File: config.mk
export PLATFORM = sky130hd
export DESIGN_NAME = viterbi_ctrl_seq
export DESIGN_NICKNAME = d
export VERILOG_FILES = /design/src/rtl/viterbi_ctrl_seq_pkg.sv /design/src/rtl/viterbi_stage_pipe.sv /design/src/rtl/viterbi_ctrl_seq.sv
export SDC_FILE = /design/constraint.sdc
export NUM_CORES = 1
export LEC_CHECK = 0
export ABC_AREA = 1
export CELL_PAD_IN_SITES_DETAIL_PLACEMENT = 1
export CELL_PAD_IN_SITES_GLOBAL_PLACEMENT = 1
export CORE_AREA = 2 2 74 76
export CTS_CLUSTER_DIAMETER = 30
export DETAILED_ROUTE_END_ITERATION = 16
export DIE_AREA = 0 0 76 78
export GPL_ROUTABILITY_DRIVEN = 0
export PLACE_DENSITY_LB_ADDON = 0.1
export REMOVE_ABC_BUFFERS = 1
export SLEW_MARGIN = 20
export SYNTH_ARGS = -nofsm -noshare
export SYNTH_HDL_FRONTEND = slang
export SYNTH_SLANG_ARGS = --single-unit
File: constraint.sdc
create_clock -name clk -period 3.5 [get_ports clk]
set_input_delay 0.35 -clock clk [delete_from_list [all_inputs] [get_ports clk]]
set_output_delay 0.35 -clock clk [all_outputs]
set_load 0.1 [all_outputs]
File: src/rtl/viterbi_ctrl_seq_pkg.sv
// Shared definitions for the Viterbi control sequencer.
//   - seq_state_e : sequencer FSM states
//   - default traceback depth, counter width and stage-pipe depth
package viterbi_ctrl_seq_pkg;

  typedef enum logic [1:0] {
    ST_IDLE  = 2'd0,
    ST_RUN   = 2'd1,
    ST_TRACE = 2'd2,
    ST_DONE  = 2'd3
  } seq_state_e;

  localparam int TB_DEPTH_DEF = 16;
  localparam int LEN_W_DEF    = 8;
  // ce -> s -> bm -> acs : four datapath stages ahead of survivor memory
  localparam int PIPE_DEPTH   = 4;

endpackage

File: src/rtl/viterbi_stage_pipe.sv
// Stage-valid shift register with input feed counter.
// A token enters stage 0 for every decoder step still to be fed and walks
// one stage per advance, so stage i is valid exactly while step data sits
// in datapath stage i.
// Ports:
//   clk, rst     : clock, asynchronous active-high reset
//   i_adv        : global advance (registers hold when 0)
//   i_load       : accepted start of a non-empty frame
//   i_shift      : sequencer is running; shift the pipe this cycle
//   i_len        : frame length, captured on i_load
//   o_pipe       : current stage-valid vector
//   o_pipe_nxt   : value the pipe takes on the next shift
module viterbi_stage_pipe #(
  parameter int DEPTH = 4,
  parameter int LEN_W = 8
) (
  input  logic             clk,
  input  logic             rst,
  input  logic             i_adv,
  input  logic             i_load,
  input  logic             i_shift,
  input  logic [LEN_W-1:0] i_len,
  output logic [DEPTH-1:0] o_pipe,
  output logic [DEPTH-1:0] o_pipe_nxt
);

  logic [DEPTH-1:0] pipe_q, pipe_d;
  logic [LEN_W-1:0] in_cnt_q, in_cnt_d;
  logic [LEN_W-1:0] len_q, len_d;
  logic             feed;

  always_comb begin
    feed       = (in_cnt_q < len_q);
    o_pipe_nxt = {pipe_q[DEPTH-2:0], feed};
    pipe_d     = pipe_q;
    in_cnt_d   = in_cnt_q;
    len_d      = len_q;
    if (i_load) begin
      // The first step is fed in the same cycle the frame is accepted.
      len_d    = i_len;
      pipe_d   = DEPTH'(1);
      in_cnt_d = LEN_W'(1);
    end else if (i_shift) begin
      pipe_d = o_pipe_nxt;
      if (feed) in_cnt_d = in_cnt_q + LEN_W'(1);
    end
  end

  always_ff @(posedge clk or posedge rst) begin
    if (rst) begin
      pipe_q   <= '0;
      in_cnt_q <= '0;
      len_q    <= '0;
    end else if (i_adv) begin
      pipe_q   <= pipe_d;
      in_cnt_q <= in_cnt_d;
      len_q    <= len_d;
    end
  end

  assign o_pipe = pipe_q;

endmodule

File: src/rtl/viterbi_ctrl_seq.sv
// Frame sequencer for the Viterbi decoder datapath.
// Staggers the enables of codeword extract, select, branch metric, ACS,
// survivor memory and traceback so the pipeline fills and drains around a
// programmable-length frame, then flushes a TB_DEPTH traceback window.
// Ports:
//   clk, rst        : clock, asynchronous active-high reset
//   en              : global advance; 0 stalls and forces enables/done low
//   i_start         : start request, accepted only in IDLE with en=1
//   i_frame_len     : frame length in decoder steps, captured on start
//   o_en_ce/s/bm/acs/m/t : datapath stage enables
//   o_busy          : sequencer not idle
//   o_done          : one-cycle end-of-frame pulse
//   o_stage_cnt     : ACS steps completed in the current/last frame
module viterbi_ctrl_seq
  import viterbi_ctrl_seq_pkg::*;
#(
  parameter int TB_DEPTH = TB_DEPTH_DEF,
  parameter int LEN_W    = LEN_W_DEF
) (
  input  logic             clk,
  input  logic             rst,
  input  logic             en,
  input  logic             i_start,
  input  logic [LEN_W-1:0] i_frame_len,
  output logic             o_en_ce,
  output logic             o_en_s,
  output logic             o_en_bm,
  output logic             o_en_acs,
  output logic             o_en_m,
  output logic             o_en_t,
  output logic             o_busy,
  output logic             o_done,
  output logic [LEN_W-1:0] o_stage_cnt
);

  localparam int TB_W = $clog2(TB_DEPTH + 1);
  localparam logic [TB_W-1:0] TB_LAST = TB_W'(TB_DEPTH - 1);

  seq_state_e            state_q, state_d;
  logic [LEN_W-1:0]      acs_cnt_q, acs_cnt_d;
  logic [TB_W-1:0]       tb_cnt_q, tb_cnt_d;
  logic [PIPE_DEPTH-1:0] pipe, pipe_nxt;
  logic                  start_ok, load, in_run, in_trace, win_full;

  assign start_ok = (state_q == ST_IDLE) && i_start;
  assign load     = start_ok && (i_frame_len != '0);
  assign in_run   = (state_q == ST_RUN);
  assign in_trace = (state_q == ST_TRACE);

  viterbi_stage_pipe #(
    .DEPTH (PIPE_DEPTH),
    .LEN_W (LEN_W)
  ) u_pipe (
    .clk        (clk),
    .rst        (rst),
    .i_adv      (en),
    .i_load     (load),
    .i_shift    (in_run),
    .i_len      (i_frame_len),
    .o_pipe     (pipe),
    .o_pipe_nxt (pipe_nxt)
  );

  always_comb begin
    state_d   = state_q;
    acs_cnt_d = acs_cnt_q;
    tb_cnt_d  = tb_cnt_q;
    unique case (state_q)
      ST_IDLE: begin
        if (start_ok) begin
          acs_cnt_d = '0;
          // An empty frame skips the datapath entirely.
          state_d   = load ? ST_RUN : ST_DONE;
        end
      end
      ST_RUN: begin
        if (pipe[PIPE_DEPTH-1]) acs_cnt_d = acs_cnt_q + LEN_W'(1);
        if (pipe_nxt == '0) begin
          state_d  = ST_TRACE;
          tb_cnt_d = '0;
        end
      end
      ST_TRACE: begin
        tb_cnt_d = tb_cnt_q + TB_W'(1);
        if (tb_cnt_q == TB_LAST) state_d = ST_DONE;
      end
      ST_DONE: state_d = ST_IDLE;
      default: state_d = ST_IDLE;
    endcase
  end

  always_ff @(posedge clk or posedge rst) begin
    if (rst) begin
      state_q   <= ST_IDLE;
      acs_cnt_q <= '0;
      tb_cnt_q  <= '0;
    end else if (en) begin
      state_q   <= state_d;
      acs_cnt_q <= acs_cnt_d;
      tb_cnt_q  <= tb_cnt_d;
    end
  end

  // Sliding-window traceback starts once a full window of ACS steps exists.
  assign win_full = (32'(acs_cnt_q) >= 32'(TB_DEPTH));

  assign o_en_ce     = en && in_run && pipe[0];
  assign o_en_s      = en && in_run && pipe[1];
  assign o_en_bm     = en && in_run && pipe[2];
  assign o_en_acs    = en && in_run && pipe[3];
  assign o_en_m      = en && ((in_run && pipe[3]) || in_trace);
  assign o_en_t      = en && ((in_run && pipe[3] && win_full) || in_trace);
  assign o_busy      = (state_q != ST_IDLE);
  assign o_done      = en && (state_q == ST_DONE);
  assign o_stage_cnt = acs_cnt_q;

endmodule

=== Word level (Yosys, flattened, before mapping) ===
Cells that the tools add are included.

* Bits of input ports: 12
* Output and inout port bits: 16
* Flip-flop bits (word level): 35

* $lt $le $gt $ge: 2
* $add $sub $neg: 3
* Reduce and logical (&&, ||, !) cells: 28
* Muxes and demuxes: 15
* Equal/unequal tests: 8

{| class="wikitable"
|+ Operator list
! kind !! number
|-
| two-way mux 8 bit || 5
|-
| adder 8 x 1 -> 8 bit (second input constant) || 2
|-
| one-hot mux 8 bit (2 select lines) || 1
|-
| logical AND 1 bit || 12
|-
| one-hot mux 5 bit (2 select lines) || 1
|-
| nonzero test 2 bit || 5
|-
| >= comparator 8 x 5 -> 1 bit (second input constant) || 1
|-
| less-than comparator 8 bit || 1
|-
| two-way mux 2 bit || 4
|-
| two-way mux 4 bit || 2
|-
| one-hot mux 2 bit (4 select lines) || 1
|-
| AND reduction 4 bit || 2
|-
| nonzero test 8 bit || 1
|-
| inequality test 2 x 1 -> 1 bit (second input constant) || 3
|-
| AND reduction 3 bit || 2
|-
| adder 5 x 1 -> 5 bit (second input constant) || 1
|-
| equality test 5 x 4 -> 1 bit (second input constant) || 1
|-
| two-way mux 5 bit || 1
|-
| equality test 2 bit (second input constant) || 2
|-
| zero test 4 bit || 1
|-
| AND reduction 2 bit || 2
|-
| equality test 2 x 1 -> 1 bit (second input constant) || 1
|-
| zero test 2 bit || 1
|-
| logical OR 1 bit || 2
|-
| inequality test 2 bit (second input constant) || 1
|}

=== Logic depth before layout (Yosys ltp) ===
Gate-level depths: netlist of the first run.

* Word-level depth: 6
* Depth in mapped cells: 13
* Gate-level depth less buffers: 13

=== Hierarchy ===
Synthesis of the first run repeated with hierarchy kept, for this count alone.

* Cells, all modules: 301
* Area, all modules: 2217.1 um^2

{| class="wikitable"
|+ By module, submodules not included
! module !! seq. area each (um^2) !! cells each !! instances !! area an instance (um^2)
|-
| viterbi_stage_pipe || 500.5 || 148 || 1 || 1149.9
|-
| viterbi_ctrl_seq || 375.4 || 153 || 1 || 1067.3
|}

=== Worst setup path after synthesis of the first run ===
Ideal clock, no wire load.

* Path kind: register to output
* Start point: register state_q[1]
* End point: output o_en_t
* Cell stages (with the launch flop): 8
* Setup slack: -479 ps
* Buffers on the path: 1
* Data arrival time: 3629 ps
* Cells stage by stage: dfrtp_1 > inv_1 > ha_1 > buf_4 > nand2_2 > nor2_4 > inv_1 > o21ai_0

* Cells in the longest elaborated chain, start to end: 5
* Elaborated cells between the ends (all ways): 6

{| class="wikitable"
|+ Ends and longest elaborated chain
! what !! RTL line !! source
|-
| start: declaration || viterbi_ctrl_seq.sv:39 || <nowiki>seq_state_e state_q, state_d;</nowiki>
|-
| start signal: assignment || viterbi_ctrl_seq.sv:98 || <nowiki>state_q <= state_d;</nowiki>
|-
| equality test 2 x 1 -> 1 bit || viterbi_ctrl_seq.sv:47 || <nowiki>assign in_run = (state_q == ST_RUN);</nowiki>
|-
| logical AND 1 bit (2 in series) || viterbi_ctrl_seq.sv:112 || <nowiki>assign o_en_t = en && ((in_run && pipe[3] && win_full) || in_trace);</nowiki>
|-
| logical OR 1 bit * || viterbi_ctrl_seq.sv:112 ||
|-
| logical AND 1 bit * || viterbi_ctrl_seq.sv:112 ||
|-
| end: declaration || viterbi_ctrl_seq.sv:30 || <nowiki>output logic o_en_t,</nowiki>
|}

Every way passes the cells marked *; elsewhere a longest branch is shown, timed or not.

=== Worst setup path in the final report of the first run ===
* Start point: register state_q[1]
* End point: output o_busy

* Cells in the longest elaborated chain, start to end: 1

{| class="wikitable"
|+ Ends and longest elaborated chain
! what !! RTL line !! source
|-
| nonzero test 2 bit || viterbi_ctrl_seq.sv:113 || <nowiki>assign o_busy = (state_q != ST_IDLE);</nowiki>
|-
| end: declaration || viterbi_ctrl_seq.sv:31 || <nowiki>output logic o_busy,</nowiki>
|}

Every way passes these cells.

==> impl_metrics.csv, run 1 <==
group,metric,value,unit
die,ios,28,
clocking,htree_levels,2,
clocking,path_clk_slew,0.07,ns
timing,max_freq,0.387,GHz
critical_path,max_stage_delay,1.12,ns
logic_synthesis,synthTopCellsByArea,"dfrtp_1 41%, nand2_1 14%, ha_1 10%, inv_1 6.6%, nand3_1 4.3%",
power,powerDensity,781,mW/mm2
cells_and_area,final_cell_mix,"80 x nand2_1, 36 x inv_1, 35 x dfrtp_1, 21 x nor2_1, 20 x clkdlybuf4s50_1",
die,die_h,78,um
global_routing,met1_usage,0.246,
cells_and_area,area_growth,19.7,%
power,pwr-share-clk,0.145,
power,comb_power_share,0.537,
drt,route.detailed.drc,0,
drt,wl,4990,um
critical_path,cp.arrival,2.23,ns
die,dieArea,0.00593,mm2
logic_synthesis,synth-simple-area-share,0.296,
critical_path,cp-start-kind,"register",
critical_path,cp-end-kind,"output port",
logic_synthesis,syn_avg_cell_area,7.72,um2
power,p_int,0.958,mW
placed_design,post-place-ws,1.09,ns
logic_synthesis,synth.distinct_cells,29,
critical_path,cp_data_required_time,3.15,ns
timing,rsz0062_at_grt,"false",
clocking,holdBufCountCts,0,
critical_path,cp_max_fo,4,
min_path,hold_path.class,"in -> async",
global_routing,grt_pass1_wl,8770,um
die,initial_core_util,0.420,
power,ir_drop,0.646,mV
critical_path,criticalPathCategory,"reg -> out",
clocking,cts_setup_buffers,0,
run,drv_cap,0,
timing,fin_crit,2.58,ns
clocking,cts-root-buf,"clkbuf_8",
timing,tightest_slew,0.976,ns
logic_synthesis,synth_top_cell_by_area,"dfrtp_1",
cells_and_area,nets,336,
global_routing,antenna_found_initial,0,
drt,via_count,1817,
cells_and_area,stdcell_area,0.00253,mm2
cells_and_area,layout-drive-gt1-share,0.0974,
logic_synthesis,synth_compound_area_frac,0.0745,
clocking,insertion_delay,0.29,ns
placed_design,hpwl,3890,um
global_routing,top_usage_layer,"met2",
logic_synthesis,synth_top_family_by_area,"simple AND/OR/NAND/NOR gates",
global_routing,grt_usage,0.186,
cells_and_area,postLayoutCoreUtil,0.502,
logic_synthesis,synth_mux_area_frac,0,
critical_path,cp_common_cell,"inv_1",
logic_synthesis,synth_seq_area_share,0.414,
timing,setup_viol,0,
drt,viasPerCell,4.81,
logic_synthesis,synth-adder-area-share,0.101,
power,finalPower,1.98,mW
timing,report.final.slew_viol_count,0,
drt,drt_iter0_drc,42,
power,seq_power_share,0.318,
power,power_leakage,1.30,nW
logic_synthesis,ys_ff_latch,35,
drt,final_antenna_net_count,0,
global_routing,grt-ovfl-total,0,
placed_design,port_buffers,27,
timing,setup_ws,0.918,ns
logic_synthesis,syn_inst,274,
die,core-area,0.00504,mm2
logic_synthesis,synth_top_area_share,0.414,
clocking,clockBufferDepth,2,
die,rows,26,
clocking,postCtsResizedCells,0,
global_routing,grt_max_degree,27,
global_routing,use_met3,0.0488,
power,p_sw,1.02,mW
clocking,cts_tree,"done",
clocking,cts_buffers,5,
placed_design,dpl_cell_area,0.00245,mm2
die,die_w,76,um
run_status,status,"complete, no violations",
critical_path,slowest_stage,"clkdlybuf4s50_1",
clocking,clock_sinks,35,
cells_and_area,n_antenna_cell,0,
timing,worst_clock_skew,0.00568,ns
timing,slew_headroom,0.347,
timing,min_period_over_period,0.738,
logic_synthesis,synth_area,0.00212,mm2
logic_synthesis,synthXorXnorAreaFrac,0.0331,
cells_and_area,n_fill_cell,650,
global_routing,grt_pass1_vias,1892,
power,swShare,0.516,
cells_and_area,layout_commonest_cell,"nand2_1",
global_routing,met2_usage,0.305,
drt,drtPass1Iterations,4,
drt,wire_per_inst,13.2,um
logic_synthesis,ys_warn_count,0,
critical_path,rr_worst_depth,11,
critical_path,worstPathCellList,"inv_1, ha_1, inv_1, clkdlybuf4s50_1",
timing,hold_viol,0,
-- area by class of cell --
| cell class | instances | area, um2 | area share |
|---|---|---|---|
| Multi-Input combinational cell | 195 | 1070 | 0.421 |
| Sequential cell | 35 | 876 | 0.346 |
| Timing Repair Buffer | 28 | 260 | 0.103 |
| Inverter | 42 | 160 | 0.0632 |
| Tap cell | 70 | 87.6 | 0.0346 |
| Clock buffer | 7 | 76.3 | 0.0301 |
| Clock inverter | 1 | 5.00 | 0.00198 |
-- layer usage --
layer  wire [um]  vias to the layer above
met5           0                        -
met4          57                        0
met3         145                        5
met2        2350                       21
met1        2440                      863
li1            -                      928
-- critical path, delay by kind of cell, from the launching register on --
| kind | cells | cell delay, ns |
|---|---|---|
| flip-flops | 1 | 0.41 |
| adder cells (fa/ha/maj) | 1 | 0.22 |
| buffers and inverters | 3 | 1.30 |
-- power groups by stage --
stage          Sequential, mW  Clock (mW)  Combinational, mW
2_1_floorplan           0.789           0              0.644
3_3_place_gp            0.634           0               1.05
3_5_place_dp            0.637           0               1.07
4_1_cts                 0.629       0.300               1.08
5_1_grt                 0.650       0.316               1.18
6_report                0.630       0.287               1.06
-- path summary, 6_finish.rpt --
path	slack (ns)	to	from
max	0.92	o_busy	state_q[1]
min	0.47	o_stage_cnt[1]	rst
max reg2reg	1.25	u_pipe.in_cnt_q[1]	state_q[1]
min reg2reg	0.48	tb_cnt_q[3]	tb_cnt_q[3]
max in group asynchronous	2.41	tb_cnt_q[3]	rst
min in group clk	0.48	tb_cnt_q[3]	tb_cnt_q[3]
-- stage by stage --
| stage | hold WS [ns] | cells | setup TNS, ns |
|---|---|---|---|
| after floorplan | 0.442 | 272 | -0.529 |
| after global placement | 0.457 | 370 | 0 |
| after detailed placement | 0.465 | 370 | 0 |
| after CTS | 0.483 | 378 | 0 |
| after global routing | 0.501 | 378 | 0 |
| final | 0.468 | 378 | 0 |
-- sequential cells by signal, indices dropped and copies added (netlist names) --
signal,count
u_pipe.in_cnt_q,8
u_pipe.o_pipe,4
u_pipe.len_q,8
tb_cnt_q,5
o_stage_cnt,8
state_q,2
-- cells in the mapped netlist --
master and count:
nand3_1 18, o21ai_0 18, nor2_1 21, a21oi_1 6
buf_2 1, ha_1 17, nor3_4 1, dfrtp_1 35
nand2_4 1, or2_2 2, inv_2 4, o31ai_1 1
nor3b_1 2, o21a_1 2, nor3_2 1, nor3_1 5
xor2_1 5, nor2_2 1, nand2_2 4, buf_4 1
inv_4 1, nand2_1 80, nand4_1 2, o21ai_1 1
xnor2_1 3, inv_1 37, nor2_4 1, o211a_1 1
nor4_1 2
-- cell families (layout without fill, tap and decap cells) --
logic type      count (synthesis)  after routing
fa+ha+maj                      17             17
compound gates                 29             29
flops                          35             35
simple gates                  141            141
xor+xnor                        8              8
buf+inv                        44             78
(Power assumes the default switching activity.)
==> run 2: changes to the inputs <==
CORE_AREA = 2 2 76 78   (was 2 2 74 76)
DIE_AREA = 0 0 78 80   (was 0 0 76 78)
clock period = 2.7 ns   (was 3.5 ns; I/O delays follow)
==> run 2 against run 1 <==
  * Critical endpoint is now o_en_t
  * Die area grew 5.3%
  * Flip-flop and latch count unchanged
  * Global-route usage shrank 0.34 points
  * Hold slack worse by 0.073 ns
  * Largest cell class unchanged
==> impl_metrics.csv, run 2 (synthesis results as in run 1) <==
group,metric,value,unit
cells_and_area,n_antenna_cell,0,
critical_path,worstPathCellList,"inv_1, ha_1, nand2_2, nor2_4, inv_1, o21ai_0, buf_12",
die,die_w,78,um
global_routing,grt-ovfl-total,0,
clocking,holdBufCountCts,0,
drt,wl,5080,um
run_status,status,"complete, no violations",
placed_design,dp_cells,373,
die,die_h,80,um
clocking,path_clk_slew,0.07,ns
timing,report.final.slew_viol_count,0,
timing,fin_crit,2.35,ns
clocking,clock_sinks,35,
cells_and_area,finalNonFillerCells,380,
timing,rsz0062_at_grt,"false",
cells_and_area,final_cell_mix,"80 x nand2_1, 37 x inv_1, 35 x dfrtp_1, 21 x nor2_1",
critical_path,cp-start-kind,"register",
critical_path,slowest_stage,"dfrtp_1",
clocking,cts-root-buf,"clkbuf_8",
run,drv_cap,0,
critical_path,cp_common_cell,"inv_1",
power,ir_drop,0.579,mV
global_routing,grt_pass1_wl,8760,um
drt,via_count,1796,
timing,max_freq,0.425,GHz
drt,drtPass1Iterations,4,
drt,final_antenna_net_count,0,
clocking,cts_buffers,5,
timing,min_period_over_period,0.871,
drt,drt_iter0_drc,69,
cells_and_area,layout-drive-gt1-share,0.130,
die,ios,28,
clocking,clockBufferDepth,2,
cells_and_area,area_growth,23.1,%
global_routing,grt_max_degree,36,
critical_path,cp-end-kind,"output port",
critical_path,criticalPathCategory,"reg -> out",
drt,wire_per_inst,13.4,um
clocking,htree_levels,2,
die,initial_core_util,0.391,
critical_path,r2r_start,"u_pipe.in_cnt_q[3]",
placed_design,port_buffers,27,
timing,tightest_slew,0.476,ns
timing,setup_viol,0,
critical_path,crit_start,"state_q[1]",
clocking,postCtsResizedCells,0,
critical_path,cp_max_fo,7,
die,core-area,0.00541,mm2
drt,route.detailed.drc,0,
die,dieArea,0.00624,mm2
critical_path,cp_data_required_time,2.43,ns
global_routing,antenna_found_initial,0,
drt,viasPerCell,4.73,
global_routing,grt_usage,0.183,
clocking,cts_setup_buffers,0,
power,powerDensity,1030,mW/mm2
critical_path,max_stage_delay,0.42,ns
timing,fin_setup_tns,0,ns
critical_path,cp.arrival,2.08,ns
clocking,insertion_delay,0.29,ns
power,power_leakage,1.35,nW
global_routing,grt_pass1_vias,1846,
timing,slew_headroom,0.683,
cells_and_area,layout_commonest_cell,"nand2_1",
timing,worst_clock_skew,0.00576,ns
cells_and_area,postLayoutCoreUtil,0.482,
min_path,hold_path.class,"in -> async",
placed_design,hpwl,3950,um
die,rows,27,
cells_and_area,nets,337,
timing,hold_viol,0,
clocking,cts_tree,"done",
## run 2: cell types whose count changed in the layout (fill, tap and decap cells not counted)
cell | previous run | this run
bufinv_16 | 0 | 1
buf_12 | 0 | 5
clkbuf_1 | 2 | 1
inv_1 | 36 | 37
clkdlybuf4s50_1 | 20 | 11
clkinv_2 | 1 | 0
clkinv_1 | 1 | 0
buf_4 | 8 | 13
## run 2: path summary, 6_finish.rpt
path | cells after the start | slack, ns | to
worst max-delay path | 7 | 0.35 | o_en_t
max in group asynchronous | 3 | 1.98 | u_pipe.in_cnt_q[7]
worst min register to register | 2 | 0.47 | tb_cnt_q[3]
worst min-delay path | 3 | 0.40 | o_stage_cnt[0]
min in group clk | 2 | 0.47 | tb_cnt_q[3]
worst max register to register | 12 | 0.80 | tb_cnt_q[1]
## run 2: through the flow
step | area (um2) | setup slack [ns] | hold WS (ns) | total power [mW]
final | 2600 | 0.347 | 0.395 | 2.69
after global routing | 2600 | 0.142 | 0.440 | 2.90
after CTS | 2600 | 0.317 | 0.407 | 2.73
after detailed placement | 2500 | 0.659 | 0.462 | 2.25
after global placement | 2500 | 0.688 | 0.456 | 2.22
after floorplan | 2100 | -1.25 | 0.387 | 1.86
## run 2: report_power, final
part	internal (mW)	switching (mW)	total, mW
Combinational	0.395	1.02	1.41
Clock	0.271	0.193	0.464
Sequential	0.693	0.123	0.815
Total	1.36	1.33	2.69
## run 2: layout make-up
type	instances	area, um2
fillers	689	2800
multi-input cells	195	1070
flip-flops and latches	35	876
repair buffers	29	308
inverters	42	160
well taps	72	90.1
clock buffers	6	72.6
clock inverters	1	30.0
## run 2: critical path: cells and delay by family (launching register included)
family	cells	cell delay [ns]
AOI/OAI and AO/OA	1	0.31
and+or+nand+nor	2	0.32
DFF	1	0.42
buffers and inverters	3	0.41
adders and majority gates	1	0.33
## run 2: layer usage
| metal | wire (um) | up-vias | GRT usage |
|---|---|---|---|
| li1 | - | 930 | - |
| met2 | 2350 | 21 | 0.293 |
| met5 | 0 | - | 0 |
| met4 | 38 | 0 | 0.0579 |
| met1 | 2540 | 843 | 0.247 |
| met3 | 154 | 2 | 0.0396 |
